==> src/rtl/pipe_control_unit_pkg.sv <==
// Shared encodings and the control bundle for the pipelined MIPS control unit.
package pipe_control_unit_pkg;

    // Primary opcodes recognised by the decoder
    localparam logic [5:0] OP_RTYPE = 6'b000000;
    localparam logic [5:0] OP_LW    = 6'b100011;
    localparam logic [5:0] OP_SW    = 6'b101011;
    localparam logic [5:0] OP_BEQ   = 6'b000100;
    localparam logic [5:0] OP_ADDI  = 6'b001000;
    localparam logic [5:0] OP_J     = 6'b000010;

    // R-type funct field values
    localparam logic [5:0] F_ADD   = 6'b100000;
    localparam logic [5:0] F_SUB   = 6'b100010;
    localparam logic [5:0] F_AND   = 6'b100100;
    localparam logic [5:0] F_OR    = 6'b100101;
    localparam logic [5:0] F_SLT   = 6'b101010;
    localparam logic [5:0] F_MULT  = 6'b011000;
    localparam logic [5:0] F_MULTU = 6'b011001;
    localparam logic [5:0] F_DIV   = 6'b011010;
    localparam logic [5:0] F_DIVU  = 6'b011011;
    localparam logic [5:0] F_MFHI  = 6'b010000;
    localparam logic [5:0] F_MFLO  = 6'b010010;

    // Base ALU operation codes; wider AluControl buses zero-extend these
    localparam logic [2:0] ALU_ADD = 3'b010;
    localparam logic [2:0] ALU_SUB = 3'b110;
    localparam logic [2:0] ALU_AND = 3'b000;
    localparam logic [2:0] ALU_OR  = 3'b001;
    localparam logic [2:0] ALU_SLT = 3'b111;

    // Width of the MDU busy counter, enough for latencies up to 15
    localparam int MDU_CNT_W = 4;

    // Single-bit controls produced by the ID-stage decoder.
    // mduOrMove marks instructions that touch HI/LO and so must wait for the MDU.
    typedef struct packed {
        logic regWrite;
        logic regDst;
        logic aluSrc;
        logic memtoReg;
        logic memWrite;
        logic branch;
        logic jump;
        logic mduStart;
        logic mduOrMove;
        logic illegal;
    } ctrl_t;

    // True for the four multiply/divide functs
    function automatic logic isMduFunct(input logic [5:0] f);
        return (f == F_MULT) || (f == F_MULTU) || (f == F_DIV) || (f == F_DIVU);
    endfunction

endpackage

==> src/rtl/pipe_ctrl_decoder.sv <==
// Combinational op/funct decoder producing the control bundle for the ID stage.
// Anything not recognised comes out as illegal with every write enable low.
module pipe_ctrl_decoder
    import pipe_control_unit_pkg::*;
#(
    parameter int ALUCTRL_W = 3,
    parameter bit EN_MDU    = 1'b1
) (
    input  logic [5:0]           op,
    input  logic [5:0]           funct,
    output ctrl_t                ctrl,
    output logic [ALUCTRL_W-1:0] aluControl
);

    logic [2:0] aluCode;

    // Decode the instruction; defaults describe an all-quiet bubble
    always_comb begin
        ctrl    = '0;
        aluCode = ALU_AND;
        case (op)
            OP_RTYPE: begin
                case (funct)
                    F_ADD: begin
                        ctrl.regWrite = 1'b1;
                        ctrl.regDst   = 1'b1;
                        aluCode       = ALU_ADD;
                    end
                    F_SUB: begin
                        ctrl.regWrite = 1'b1;
                        ctrl.regDst   = 1'b1;
                        aluCode       = ALU_SUB;
                    end
                    F_AND: begin
                        ctrl.regWrite = 1'b1;
                        ctrl.regDst   = 1'b1;
                        aluCode       = ALU_AND;
                    end
                    F_OR: begin
                        ctrl.regWrite = 1'b1;
                        ctrl.regDst   = 1'b1;
                        aluCode       = ALU_OR;
                    end
                    F_SLT: begin
                        ctrl.regWrite = 1'b1;
                        ctrl.regDst   = 1'b1;
                        aluCode       = ALU_SLT;
                    end
                    F_MFHI, F_MFLO: begin
                        ctrl.regWrite  = 1'b1;
                        ctrl.regDst    = 1'b1;
                        ctrl.mduOrMove = 1'b1;
                        aluCode        = ALU_ADD;
                    end
                    default: begin
                        if (EN_MDU && isMduFunct(funct)) begin
                            ctrl.mduStart  = 1'b1;
                            ctrl.mduOrMove = 1'b1;
                        end else begin
                            ctrl.illegal = 1'b1;
                        end
                    end
                endcase
            end
            OP_LW: begin
                ctrl.regWrite = 1'b1;
                ctrl.aluSrc   = 1'b1;
                ctrl.memtoReg = 1'b1;
                aluCode       = ALU_ADD;
            end
            OP_SW: begin
                ctrl.memWrite = 1'b1;
                ctrl.aluSrc   = 1'b1;
                aluCode       = ALU_ADD;
            end
            OP_BEQ: begin
                ctrl.branch = 1'b1;
                aluCode     = ALU_SUB;
            end
            OP_ADDI: begin
                ctrl.regWrite = 1'b1;
                ctrl.aluSrc   = 1'b1;
                aluCode       = ALU_ADD;
            end
            OP_J: begin
                ctrl.jump = 1'b1;
            end
            default: begin
                ctrl.illegal = 1'b1;
            end
        endcase
    end

    // Zero-extend the base code so a 4-bit bus carries a 0 MSB
    assign aluControl = ALUCTRL_W'(aluCode);

endmodule

==> src/rtl/pipe_control_unit.sv <==
// Pipelined MIPS control unit: decodes in ID and carries the controls through
// ID/EX, EX/MEM and MEM/WB, inserting bubbles for stalls, flushes and MDU waits.
// ALUCTRL_W must be 3 or 4; MDU_LAT must lie in 1..15.
module pipe_control_unit
    import pipe_control_unit_pkg::*;
#(
    parameter int ALUCTRL_W = 3,
    parameter int MDU_LAT   = 4,
    parameter bit EN_MDU    = 1'b1
) (
    input  logic                 clk,
    input  logic                 reset,
    input  logic [5:0]           op,
    input  logic [5:0]           funct,
    input  logic                 id_valid,
    input  logic                 stall_id,
    input  logic                 flush_ex,
    output logic                 id_jump,
    output logic                 stall_req,
    output logic                 ex_RegDst,
    output logic                 ex_AluSrc,
    output logic [ALUCTRL_W-1:0] ex_AluControl,
    output logic                 ex_mdu_start,
    output logic                 mem_MemWrite,
    output logic                 mem_Branch,
    output logic                 wb_RegWrite,
    output logic                 wb_MemtoReg,
    output logic                 illegal,
    output logic                 mdu_busy
);

    ctrl_t                idCtrl;
    logic [ALUCTRL_W-1:0] idAluControl;
    logic                 idBubble;
    logic                 mduBusy;

    // Controls that ride through EX and MEM without being exposed there
    logic exRegWrite;
    logic exMemtoReg;
    logic exMemWrite;
    logic exBranch;
    logic memRegWrite;
    logic memMemtoReg;

    pipe_ctrl_decoder #(
        .ALUCTRL_W (ALUCTRL_W),
        .EN_MDU    (EN_MDU)
    ) decoder (
        .op         (op),
        .funct      (funct),
        .ctrl       (idCtrl),
        .aluControl (idAluControl)
    );

    // Jump steers the ID-stage PC mux directly and ignores stalls
    assign id_jump = id_valid & idCtrl.jump;

    // HI/LO users in ID must wait while the MDU is still computing
    assign stall_req = mduBusy & id_valid & idCtrl.mduOrMove;
    assign mdu_busy  = mduBusy;

    // Any reason not to let the ID instruction advance turns it into a bubble
    assign idBubble = !id_valid || stall_id || stall_req || flush_ex;

    // ID/EX register: load decoded controls or an all-zero bubble
    always_ff @(posedge clk or posedge reset) begin
        if (reset) begin
            ex_RegDst     <= 1'b0;
            ex_AluSrc     <= 1'b0;
            ex_AluControl <= '0;
            ex_mdu_start  <= 1'b0;
            illegal       <= 1'b0;
            exRegWrite    <= 1'b0;
            exMemtoReg    <= 1'b0;
            exMemWrite    <= 1'b0;
            exBranch      <= 1'b0;
        end else if (idBubble) begin
            ex_RegDst     <= 1'b0;
            ex_AluSrc     <= 1'b0;
            ex_AluControl <= '0;
            ex_mdu_start  <= 1'b0;
            illegal       <= 1'b0;
            exRegWrite    <= 1'b0;
            exMemtoReg    <= 1'b0;
            exMemWrite    <= 1'b0;
            exBranch      <= 1'b0;
        end else begin
            ex_RegDst     <= idCtrl.regDst;
            ex_AluSrc     <= idCtrl.aluSrc;
            ex_AluControl <= idAluControl;
            ex_mdu_start  <= idCtrl.mduStart;
            illegal       <= idCtrl.illegal;
            exRegWrite    <= idCtrl.regWrite;
            exMemtoReg    <= idCtrl.memtoReg;
            exMemWrite    <= idCtrl.memWrite;
            exBranch      <= idCtrl.branch;
        end
    end

    // EX/MEM register: always advances, bubbles included
    always_ff @(posedge clk or posedge reset) begin
        if (reset) begin
            mem_MemWrite <= 1'b0;
            mem_Branch   <= 1'b0;
            memRegWrite  <= 1'b0;
            memMemtoReg  <= 1'b0;
        end else begin
            mem_MemWrite <= exMemWrite;
            mem_Branch   <= exBranch;
            memRegWrite  <= exRegWrite;
            memMemtoReg  <= exMemtoReg;
        end
    end

    // MEM/WB register: always advances
    always_ff @(posedge clk or posedge reset) begin
        if (reset) begin
            wb_RegWrite <= 1'b0;
            wb_MemtoReg <= 1'b0;
        end else begin
            wb_RegWrite <= memRegWrite;
            wb_MemtoReg <= memMemtoReg;
        end
    end

    generate
        if (EN_MDU) begin : gMdu
            logic [MDU_CNT_W-1:0] mduCount;

            // Busy counter: reload as an MDU op enters EX, then count down to idle
            always_ff @(posedge clk or posedge reset) begin
                if (reset) begin
                    mduCount <= '0;
                end else if (!idBubble && idCtrl.mduStart) begin
                    mduCount <= MDU_CNT_W'(MDU_LAT);
                end else if (mduCount != '0) begin
                    mduCount <= mduCount - 1'b1;
                end
            end

            assign mduBusy = (mduCount != '0);
        end else begin : gNoMdu
            assign mduBusy = 1'b0;
        end
    endgenerate

endmodule

==> config.mk <==
export PLATFORM = sky130hd
export DESIGN_NAME = pipe_control_unit
export DESIGN_NICKNAME = d
export VERILOG_FILES = /design/src/rtl/pipe_control_unit_pkg.sv /design/src/rtl/pipe_ctrl_decoder.sv /design/src/rtl/pipe_control_unit.sv
export SDC_FILE = /design/constraint.sdc
export NUM_CORES = 1
export LEC_CHECK = 0
export CORE_MARGIN = 3
export CORE_UTILIZATION = 47
export CTS_BUF_LIST = sky130_fd_sc_hd__clkbuf_8
export DETAILED_ROUTE_END_ITERATION = 12
export PLACE_DENSITY = 0.8
export SLEW_MARGIN = 25
export SYNTH_ARGS = -nofsm -noshare
export SYNTH_HDL_FRONTEND = slang
export SYNTH_SLANG_ARGS = --single-unit
==> constraint.sdc <==
create_clock -name clk -period 2.55 [get_ports clk]
set_clock_uncertainty 0.2 [all_clocks]
set_input_delay 0.6375 -clock clk [delete_from_list [all_inputs] [get_ports clk]]
set_output_delay 0.6375 -clock clk [all_outputs]
set_load 0.02 [all_outputs]
* Word level (Yosys, flattened, before mapping)
Cells that the tools add are included.
Storage, ports and cells: latch bits 0, memories kept 0, bits in writable memories 0, output and inout port bits 14, flip-flop bits (word level) 21, ROM bits 0
Operators by class: mux-type cells 28, div/mod/pow operators 0, $mul 0, $lt $le $gt $ge 0, add/sub/neg operators 1, bitwise operators 3, reduce and logical (&&, ||, !) cells 19, eq/ne operators 16, shift-type cells 0
Operators by type and width (number):
- $eq A6 B6 Y1 const B | 7
- $eq A6 B5 Y1 const B | 6
- $mux W1 | 17
- $pmux W3 S4 | 1
- $reduce_or A5 Y1 | 2
- $pmux W3 S3 | 1
- $mux W4 | 2
- $reduce_or A7 Y1 | 1
- $eq A6 B2 Y1 const B | 1
- $eq A6 B3 Y1 const B | 1
- $eq A6 B4 Y1 const B | 1
- $logic_not A6 Y1 | 1
- $logic_or A1 B1 Y1 | 6
- $mux W2 | 3
- $pmux W1 S2 | 3
- $reduce_or A3 Y1 | 2
- $reduce_bool A4 Y1 | 1
- $reduce_or A2 Y1 | 2
- $sub A4 B1 Y4 const B | 1
- $and A1 B1 Y1 | 3
- $mux W3 | 1
- $logic_not A1 Y1 | 2
- $reduce_bool A2 Y1 | 1
- $logic_and A1 B1 Y1 | 1

* Longest topological paths before layout
Gate-level depths: netlist of run 1.
word-level depth 13, gate-level depth with buffers 7, gate-level depth less buffers 6

* Hierarchy
A second synthesis of run 1 with hierarchy kept.
Second synthesis, totals: cells, all modules 103, area, all modules 1082.3 sq um
By module, submodules not included:
- pipe_control_unit | cells an instance 54, area an instance 785.8 sq um, times used 1
- pipe_ctrl_decoder | cells an instance 49, area an instance 296.5 sq um, times used 1

* Worst setup path after synthesis of run 1
No wires, ideal clock.
kind input to output, start input port funct[0], end output port stall_req, stages 4, setup slack 143 ps, buffers on the path 0, arrival 1570 ps, data required time 1712 ps, cell sequence nor2b_1 or3_1 a21oi_1 and3_1
On the way: word-level cells in the longest chain between the ends 8, elaborated cells between the ends (all ways) 20, those cells by class eq/ne (11); mux (3); bitwise (1); reduce/logical (5)
RTL lines:
- start, declared | RTL line pipe_control_unit.sv:14 | input logic [5:0] funct,
- $eq A6 B5 Y1 | RTL line pipe_control_unit_pkg.sv:52 | return (f == F_MULT) || (f == F_MULTU) || (f == F_DIV) || (f == F_DIVU);
- $logic_or A1 B1 Y1 (3 in series) | RTL line pipe_control_unit_pkg.sv:52
- $mux W2 | RTL line pipe_ctrl_decoder.sv:56 | if (EN_MDU && isMduFunct(funct)) begin
- $pmux W1 S2 (*) | RTL line pipe_ctrl_decoder.sv:23 | case (funct)
- $mux W2 (*) | RTL line pipe_ctrl_decoder.sv:21 | case (op)
- $and A1 B1 Y1 (*) | RTL line pipe_control_unit.sv:59 | assign stall_req = mduBusy & id_valid & idCtrl.mduOrMove;
- end, declared | RTL line pipe_control_unit.sv:19 | output logic stall_req,
Mark *: on every way between the ends. The rest lies on a longest branch, timed or not.

* Final worst setup path of run 1
start input port funct[5], end output port stall_req
The elaborated chain is that of the path after synthesis.

==> impl_metrics.toml, run 1 <==
[clock_tree]
holdBufCountCts = 0
cts_sinks = 21
clkLatencyLatePin_ns = 0.26
cts_htree_levels = 1
cts_buffers = 3
root_buffer = "clkbuf_8"
clockBufferDepth = 2
cts_tree = "yes"
clk_pin_slew_ns = 0.07

[final_layout]
fillers = 146
top_register = "gMdu.mduCount"
final_area_mm2 = 0.00159
layout-drive-gt1-share_pct = 33.8
diodes = 0
seqCellArea_um2 = 526
largest_reg_flops = 4
fin_cells = 178
finish.utilization_pct = 79.4
top_regs = "gMdu.mduCount x4, ex_AluControl x3"
multiInputGateArea_um2 = 505
layout.nets = 171
syn_to_final_growth_pct = 57.6

[die]
initial_core_util_pct = 50.4
die_w_um = 52.3
dieArea_mm2 = 0.00274
core-area_mm2 = 0.00200
num_rows = 16
num_io_pins = 31
fp.dieH_um = 52.3

[synth]
synth_seq_cells = 21
yosys_warnings = 0
synth_area_per_cell_um2 = 10.7
synth_cell_types = 35
seq_area_frac_synth_pct = 52.1
synthCells = 94
synth_nets = 113
synth_area_mm2 = 0.00101

[global_routing]
grt_pass1_wl_um = 3870
grt_pass1_vias = 934
grt_max_degree = 22
track_usage_pct = 19.7
grt_overflow = 0
grt_antenna_before_repair = 0

[min_path]
holdCritPathClass = "reg -> reg"
hold_path_depth = 0
hp-start = "exBranch"
hold_end = "mem_Branch"

[timing]
post-route-period-util_pct = 98.7
final-hold-violation-count = 0
setup_violations = 0
fmax_mhz = 397
hold_slack_ns = 0.149
period_needed_ns = 2.52
finalWorstSetupSlack_ns = 0.0333
relSlewSlack_pct = 74.7
worst_slew_pin_slew_ns = 0.374
final_max_slew_viol_count = 0

[placement]
placed_cell_area_mm2 = 0.00150
place_inst = 172
portBuffers = 30
globalplace.congestion = 0.840
pre_cts_slack_ns = -0.816
hpwlAfterDp_um = 1740

[route]
first_pass_iters = 4
drt-initial-drc-count = 8
via_per_inst = 5.13
dr_total_vias = 914
routedWlPerCell_um = 13.3
ant_nets = 0
wirelength_um = 2370
drc_errors = 0

[worst_setup_path]
r2r-start = "gMdu.mduCount[0]"
r2r-end = "exMemWrite"
cp.arrival_ns = 1.68
worstPathRequired_ns = 1.71
path_class = "in -> out"
critPathLaunchType = "input pin"
reg2regPathDepth = 8
crit_start = "funct[5]"
path_max_fanout = 4
end_kind = "primary output"
r2r_setup_slack_ns = 0.50

[flow_run]
maxCapViolations = 0

[run_status]
status = "complete, no violations"

[power_and_ir_drop]
p_leak_nw = 0.757
vdd_drop_max_v = 0.000358
power_density_mw_per_mm2 = 556
==> through the flow <==
step / TNS, ns / total power [W]
floorplan: 0 / 0.000550
global placement: -1.54 / 0.000654
detailed placement: -2.09 / 0.000671
CTS: 0 / 0.000885
global route: -0.0125 / 0.000946
finish: 0 / 0.000884
==> cell type report <==
type                    instances  area share [%]
clock buffers                   3            2.60
clock inverters                 1           0.315
inverters                       4           0.945
multi-input cells              68            31.8
flip-flops and latches         21            33.1
well taps                      27            2.13
repair buffers                 54            29.1
==> synth_stat cells <==
master | count | area (um2)
or4_4 | 1 | 11.3
ha_1 | 2 | 25.0
buf_6 | 1 | 11.3
nand2_1 | 5 | 18.8
and2_4 | 1 | 8.76
nor2_1 | 11 | 41.3
nand4_1 | 1 | 6.26
nor3_1 | 2 | 10.0
o21ai_0 | 1 | 5.00
dfrtp_1 | 21 | 526
inv_1 | 4 | 15.0
nand4b_1 | 1 | 8.76
a21oi_1 | 4 | 20.0
xor2_1 | 1 | 8.76
nor4_1 | 3 | 18.8
nand3b_1 | 2 | 15.0
xnor2_1 | 1 | 8.76
and2b_1 | 1 | 7.51
a21o_1 | 3 | 22.5
and3_1 | 5 | 31.3
or2_2 | 1 | 6.26
nor3_2 | 1 | 10.0
nor3_4 | 1 | 16.3
nand2b_1 | 5 | 31.3
a31oi_1 | 2 | 12.5
o31ai_1 | 1 | 7.51
a21oi_4 | 1 | 16.3
or3_1 | 2 | 12.5
a2111oi_2 | 1 | 15.0
a211oi_1 | 1 | 7.51
and2_1 | 1 | 6.26
nor4b_1 | 3 | 26.3
nor2b_1 | 1 | 6.26
nand2_2 | 1 | 6.26
a2bb2oi_1 | 1 | 8.76
==> per-layer routing <==
layer  share of wire, %  up-vias  track usage [%]
met3                4.9        7             3.42
met2                 54       26             37.4
met5                  0        -                0
li1                   -      450                -
met1                 39      431             20.5
met4                2.7        0             8.94
==> worst max-delay path, stage by stage <==
cell and delay (ns):
buf_4 0.12, nand2b_4 0.13, or3_4 0.33, a21oi_2 0.16
and3_4 0.19, buf_6 0.11
==> report_power, final <==
group          switching (W)  internal (W)
clock network      0.0000987      0.000109
registers          0.0000254      0.000369
logic               0.000135      0.000147
total               0.000259      0.000625
==> cell families (layout without fill, tap and decap cells) <==
| group | after synthesis | in the layout | synth area share [%] |
|---|---|---|---|
| AO/OA/AOI/OAI | 15 | 15 | 11.4 |
| AND/OR/NAND/NOR | 49 | 49 | 29.7 |
| adder cells (fa/ha/maj) | 2 | 2 | 2.48 |
| XOR/XNOR | 2 | 2 | 1.74 |
| buffers and inverters | 5 | 62 | 2.60 |
| flip-flops | 21 | 21 | 52.1 |
==> how the worst max path moves through the flow <==
| stage | end | cells past startpoint |
|---|---|---|
| floorplan | stall_req | 4 |
| global placement | stall_req | 6 |
| detailed placement | stall_req | 6 |
| CTS | stall_req | 7 |
| global route | stall_req | 6 |
| finish | stall_req | 6 |
==> repair_timing <==
action | CTS | global route
setup buffers | 1 | 1
endpoints found under the setup margin | 3 | 1
gates resized for setup | 42 | 9
pin swaps | 9 | 6
==> cell usage in the layout, fill, tap and decap left out, drive strengths merged, types with 2 or more instances in the layout <==
cell type	n
nand3b	2
buf	29
ha	2
nor3	4
and2	2
clkdlybuf4s15	2
inv	4
nand2	6
or3	2
and3	5
clkbuf	5
a21o	3
nor2	11
nand2b	5
nor4b	3
a21oi	5
clkdlybuf4s50	15
dfrtp	21
nor4	3
a31oi	2
dlygate4sd2	6
Power figures use the tool's default switching activity.
==> inputs of run 2 (changes only) <==
--- a/config.mk
+++ b/config.mk
@@ -6,11 +6,12 @@
 export NUM_CORES = 1
 export LEC_CHECK = 0
 export CORE_MARGIN = 3
-export CORE_UTILIZATION = 47
+export CORE_UTILIZATION = 27
 export CTS_BUF_LIST = sky130_fd_sc_hd__clkbuf_8
+export CTS_CLUSTER_DIAMETER = 100
 export DETAILED_ROUTE_END_ITERATION = 12
-export PLACE_DENSITY = 0.8
 export SLEW_MARGIN = 25
 export SYNTH_ARGS = -nofsm -noshare
 export SYNTH_HDL_FRONTEND = slang
 export SYNTH_SLANG_ARGS = --single-unit
+export TNS_END_PERCENT = 5
==> run 2 against run 1 <==
Clock power increased by 5%. Die area is 65% higher. Design area stayed put. Routed wire length decreased by 8.8%. Combinational power shrank 7.1%. Setup slack improved by 0.019 ns. Non-clock buffer count is the same. Register-to-register slack improved by 0.11 ns. Clock-buffer cell count unchanged. Hold slack better by 0.0029 ns. Global-route usage is 8.3 points lower. Critical path depth unchanged.
==> impl_metrics.toml, run 2 (synthesis gave the netlist of run 1 again) <==
[global_routing]
grt_pass1_vias = 891
grt_antenna_before_repair = 0
grt_max_degree = 22
grt_overflow = 0
grt_pass1_wl_um = 3760
track_usage_pct = 11.3

[worst_setup_path]
worstPathRequired_ns = 1.71
cp.arrival_ns = 1.66
cp_slowest_cell = "or3_4"
path_class = "in -> out"
path_cells = "clkbuf_2, nor2b_4, or3_4, a21oi_2, and3_4, buf_6"
critPathLaunchType = "input pin"
end_kind = "primary output"
path_max_fanout = 2
cp_slowest_stage_delay_ns = 0.36

[clock_tree]
clkLatencyLatePin_ns = 0.26
cts_sinks = 21
root_buffer = "clkbuf_8"
holdBufCountCts = 0
cts_buffers = 3
clk_pin_slew_ns = 0.07
clockBufferDepth = 2
cts_tree = "yes"
cts_htree_levels = 1

[die]
die_w_um = 67.1
num_rows = 21
fp.dieH_um = 67.1
dieArea_mm2 = 0.00450
num_io_pins = 31
initial_core_util_pct = 29.1
core-area_mm2 = 0.00347

[route]
wirelength_um = 2160
via_per_inst = 4.51
ant_nets = 0
dr_total_vias = 889
routedWlPerCell_um = 11.0
drt-initial-drc-count = 29
first_pass_iters = 4
drc_errors = 0

[timing]
finalWorstSetupSlack_ns = 0.0526
fmax_mhz = 400
rsz0062_at_grt = "no"
period_needed_ns = 2.50
post-route-period-util_pct = 97.9
setup_violations = 0
worst_slew_pin_slew_ns = 0.349
final_max_slew_viol_count = 0
final-hold-violation-count = 0
hold_slack_ns = 0.152
relSlewSlack_pct = 76.4

[final_layout]
multiInputGateArea_um2 = 503
top_register = "gMdu.mduCount"
top_regs = "gMdu.mduCount x4, ex_AluControl x3"
diodes = 0
fin_cells = 197
layout.nets = 171
seqCellArea_um2 = 526
final_area_mm2 = 0.00159
mostFrequentLayoutCells = "23 x buf_4, 21 x dfrtp_1, 15 x clkdlybuf4s50_1"
layout-drive-gt1-share_pct = 34.4
fillers = 346
layout_commonest_cell = "buf_4"
syn_to_final_growth_pct = 57.6
largest_reg_flops = 4

[power_and_ir_drop]
seqPwrFrac_pct = 45.1
power_density_mw_per_mm2 = 550
clkPwrFrac_pct = 24.9
p_sw_share_pct = 29.3
pwr-share-comb_pct = 30.0
internal_power_w = 0.000618
vdd_drop_max_v = 0.000188
p_switching_w = 0.000256
p_leak_nw = 0.756
power_w = 0.000874

[flow_run]
maxCapViolations = 0

[placement]
globalplace.congestion = 0.812
pre_cts_slack_ns = -0.787
hpwlAfterDp_um = 1690
placed_cell_area_mm2 = 0.00152
portBuffers = 30
place_inst = 191

[run_status]
status = "complete, no violations"

[min_path]
holdCritPathClass = "reg -> reg"
-- run 2: layer usage --
metal	routed length, um	track usage, %	up-vias
met5	0	0	-
met2	1020	19.1	27
met1	939	12.3	406
li1	-	-	449
met4	87	8.86	0
met3	114	2.19	7
-- run 2: area by class of cell --
cell class              instances  share of cell area (%)
repair buffers                 54                    27.6
clock buffers                   3                    2.60
inverters                       4                   0.945
flip-flops and latches         21                    33.1
multi-input cells              68                    31.7
well taps                      46                    3.62
clock inverters                 1                   0.472
-- run 2: stage by stage --
step | TNS, ns | utilization (%)
after floorplan | 0 | -
after global placement | -1.77 | 43.8
after detailed placement | -1.92 | 43.8
after CTS | -0.0137 | 46.0
after global routing | 0 | 45.8
final | 0 | 45.8
-- run 2: path summary, 6_finish.rpt --
path	cells past startpoint	end	slack, ns	start
worst max register to register	7	ex_AluControl[0]	0.61	gMdu.mduCount[0]
min in group asynchronous	3	wb_RegWrite	0.50	reset
worst max-delay path	6	stall_req	0.05	funct[0]
max in group asynchronous	3	gMdu.mduCount[3]	1.44	reset
worst min-delay path	0	memMemtoReg	0.15	exMemtoReg
worst min register to register	0	memMemtoReg	0.15	exMemtoReg
-- run 2: critical path: cells and delay by family --
kind | cells | cell delay, ns
buffers and inverters | 2 | 0.20
AND/OR/NAND/NOR | 3 | 0.67
AO/OA/AOI/OAI | 1 | 0.15
-- run 2: timing repair --
action                     4_1_cts  5_1_grt
pin swaps                        7        5
gates resized for setup         38       12
setup buffers                    1        1
setup endpoints to repair        3        1
-- run 2: power groups by stage --
stage | clock network [W] | logic [W] | registers, W
2_1_floorplan | 0 | 0.000153 | 0.000396
3_3_place_gp | 0 | 0.000255 | 0.000398
3_5_place_dp | 0 | 0.000264 | 0.000401
4_1_cts | 0.000226 | 0.000265 | 0.000395
5_1_grt | 0.000242 | 0.000301 | 0.000398
6_report | 0.000217 | 0.000262 | 0.000394
==> inputs of run 3 (changes only) <==
--- a/config.mk
+++ b/config.mk
@@ -14,4 +14,4 @@
 export SYNTH_ARGS = -nofsm -noshare
 export SYNTH_HDL_FRONTEND = slang
 export SYNTH_SLANG_ARGS = --single-unit
-export TNS_END_PERCENT = 5
+export TNS_END_PERCENT = 1
==> constraint.sdc (replaced) <==
create_clock -name clk -period 3 [get_ports clk]
set_clock_uncertainty 0.2 [all_clocks]
set_input_delay 0.75 -clock clk [delete_from_list [all_inputs] [get_ports clk]]
set_output_delay 0.75 -clock clk [all_outputs]
set_load 0.02 [all_outputs]
==> run 3 against run 2 <==
Critical path depth unchanged. Setup slack gained 0.045 ns. Clock-buffer cell count unchanged. Final cell count fell by 0.51%. Combinational power down 15%. Design area rose by 1.2%. Sequential share of layout area is 0.39 points lower. Clock power decreased by 18%. Hold slack worse by 0.0016 ns. Die area stayed put. Register-to-register slack better by 0.37 ns. Critical path type unchanged. Core utilization increased by 0.54 points. Largest cell class unchanged.
==> impl_metrics.toml, run 3 (synthesis gave the netlist of run 1 again) <==
[worst_setup_path]
worstPathRequired_ns = 2.05
path_cells = "clkdlybuf4s50_1, buf_4, nor2_1, and3_1, and2_1, buf_2"
crit_start = "op[0]"
end_kind = "primary output"
r2r-end = "ex_AluControl[0]"
r2r-start = "gMdu.mduCount[0]"
path_max_fanout = 2
path_class = "in -> out"
reg2regPathDepth = 7
cp.arrival_ns = 1.95
r2r_setup_slack_ns = 0.98
cp_slowest_cell = "clkdlybuf4s50_1"
critPathLaunchType = "input pin"
crit_end = "id_jump"
cp_slowest_stage_delay_ns = 0.46

[route]
wl_met3_um = 139
routedWlPerCell_um = 10.8
via_per_inst = 4.48
wl_met1_um = 888
ant_nets = 0
wirelength_um = 2120
drc_errors = 0
dr_total_vias = 879
first_pass_iters = 4
top_layer = "met4"
drt-initial-drc-count = 19
wl_met2_um = 1030

[power_and_ir_drop]
power_density_mw_per_mm2 = 458
pwr-share-comb_pct = 30.1
internal_power_w = 0.000524
power_w = 0.000736
vdd_drop_max_v = 0.000187
p_leak_nw = 0.777
clkPwrFrac_pct = 24.3
seqPwrFrac_pct = 45.6
p_switching_w = 0.000212
p_sw_share_pct = 28.8

[timing]
final_max_slew_viol_count = 0
period_needed_ns = 2.90
relSlewSlack_pct = 51.8
rsz0062_at_grt = "no"
final-hold-violation-count = 0
setup_violations = 0
post-route-period-util_pct = 96.8
worst_slew_pin_slew_ns = 0.723
fmax_mhz = 345

[global_routing]
grt_pass1_wl_um = 3750
track_usage_pct = 10.8
grt_pass1_vias = 917
grt_overflow = 0
grt_max_degree = 22
grt_antenna_before_repair = 0

[final_layout]
finish.utilization_pct = 46.4
diodes = 0
largest_reg_flops = 4
mostFrequentLayoutCells = "23 x buf_4, 21 x dfrtp_1, 19 x clkdlybuf4s50_1"
layout_commonest_cell = "buf_4"
syn_to_final_growth_pct = 59.4
layout.nets = 170
fillers = 358
top_register = "gMdu.mduCount"
top_regs = "gMdu.mduCount x4, ex_AluControl x3"
layout-drive-gt1-share_pct = 28.0

[placement]
globalplace.congestion = 0.822
portBuffers = 30
hpwlAfterDp_um = 1700

[flow_run]
maxCapViolations = 0

[min_path]
holdCritPathClass = "reg -> reg"

[die]
fp.dieH_um = 67.1
dieArea_mm2 = 0.00450
die_w_um = 67.1
num_rows = 21
core-area_mm2 = 0.00347
initial_core_util_pct = 29.1
num_io_pins = 31

[clock_tree]
clkLatencyLatePin_ns = 0.25
cts_tree = "yes"
root_buffer = "clkbuf_8"
holdBufCountCts = 0
cts_htree_levels = 1
cts_buffers = 3
clk_pin_slew_ns = 0.07
cts_sinks = 21
clockBufferDepth = 2

[run_status]
status = "complete, no violations"
## run 3: cell types whose count changed in the layout (fill, tap and decap cells not counted), sizes merged
| cell | previous run | this run |
|---|---|---|
| clkbuf | 8 | 3 |
| clkdlybuf4s50 | 15 | 19 |
| dlymetal6s2s | 0 | 4 |
| buf | 28 | 25 |
| clkdlybuf4s15 | 1 | 0 |
## run 3: critical path, delay by kind of cell
kind          cells  cell delay, ns
simple gates      3            0.42
buf+inv           3            0.78
## run 3: per-stage QoR
stage,hold WS (ns),TNS [ns],worst slack [ns],cell area (um2),std cells
after global placement,0.131,-0.925,-0.566,1510,189
after detailed placement,0.135,-0.962,-0.581,1510,189
after CTS,0.151,0,0.00798,1590,195
final,0.150,0,0.0974,1610,196
after floorplan,0.131,0,0.368,1010,94
after global routing,0.163,0,0.0162,1610,196
## run 3: power groups by stage
stage	logic (W)	registers [W]	clock network (W)
after floorplan	0.000130	0.000337	0
after global placement	0.000207	0.000339	0
after detailed placement	0.000216	0.000341	0
after CTS	0.000223	0.000335	0.000185
after global routing	0.000251	0.000340	0.000197
final	0.000222	0.000336	0.000179
## run 3: area by class of cell
cell class                      count  area (um2)  share of cell area [%]
Clock buffer                        3        41.3                    2.57
Clock inverter                      1        7.51                   0.467
Inverter                            4        15.0                   0.934
Multi-Input combinational cell     68         488                    30.4
Sequential cell                    21         526                    32.7
Tap cell                           46        57.6                    3.58
Timing Repair Buffer               53         473                    29.4
## run 3: metal layers
layer  GRT usage (%)  vias up
li1                -      443
met1            12.4      398
met2            18.7       32
met3            1.35        6
met4            7.09        0
met5               0        -
## run 3: how the worst min path moves through the flow
stage,cells after the start,end,startpoint,slack (ns)
6_report,0,memRegWrite,exRegWrite,0.15
2_1_floorplan,0,memMemtoReg,exMemtoReg,0.13
3_5_place_dp,0,memRegWrite,exRegWrite,0.13
5_1_grt,0,wb_MemtoReg,memMemtoReg,0.16
4_1_cts,0,memRegWrite,exRegWrite,0.15
3_3_place_gp,0,memMemtoReg,exMemtoReg,0.13
## run 3: repair_timing
item / 4_1_cts / 5_1_grt
cloned: 0 / 0
gates resized for setup: 20 / 5
pin swaps: 5 / 2
setup endpoints to repair: 2 / 1
setup buffers: 2 / 1
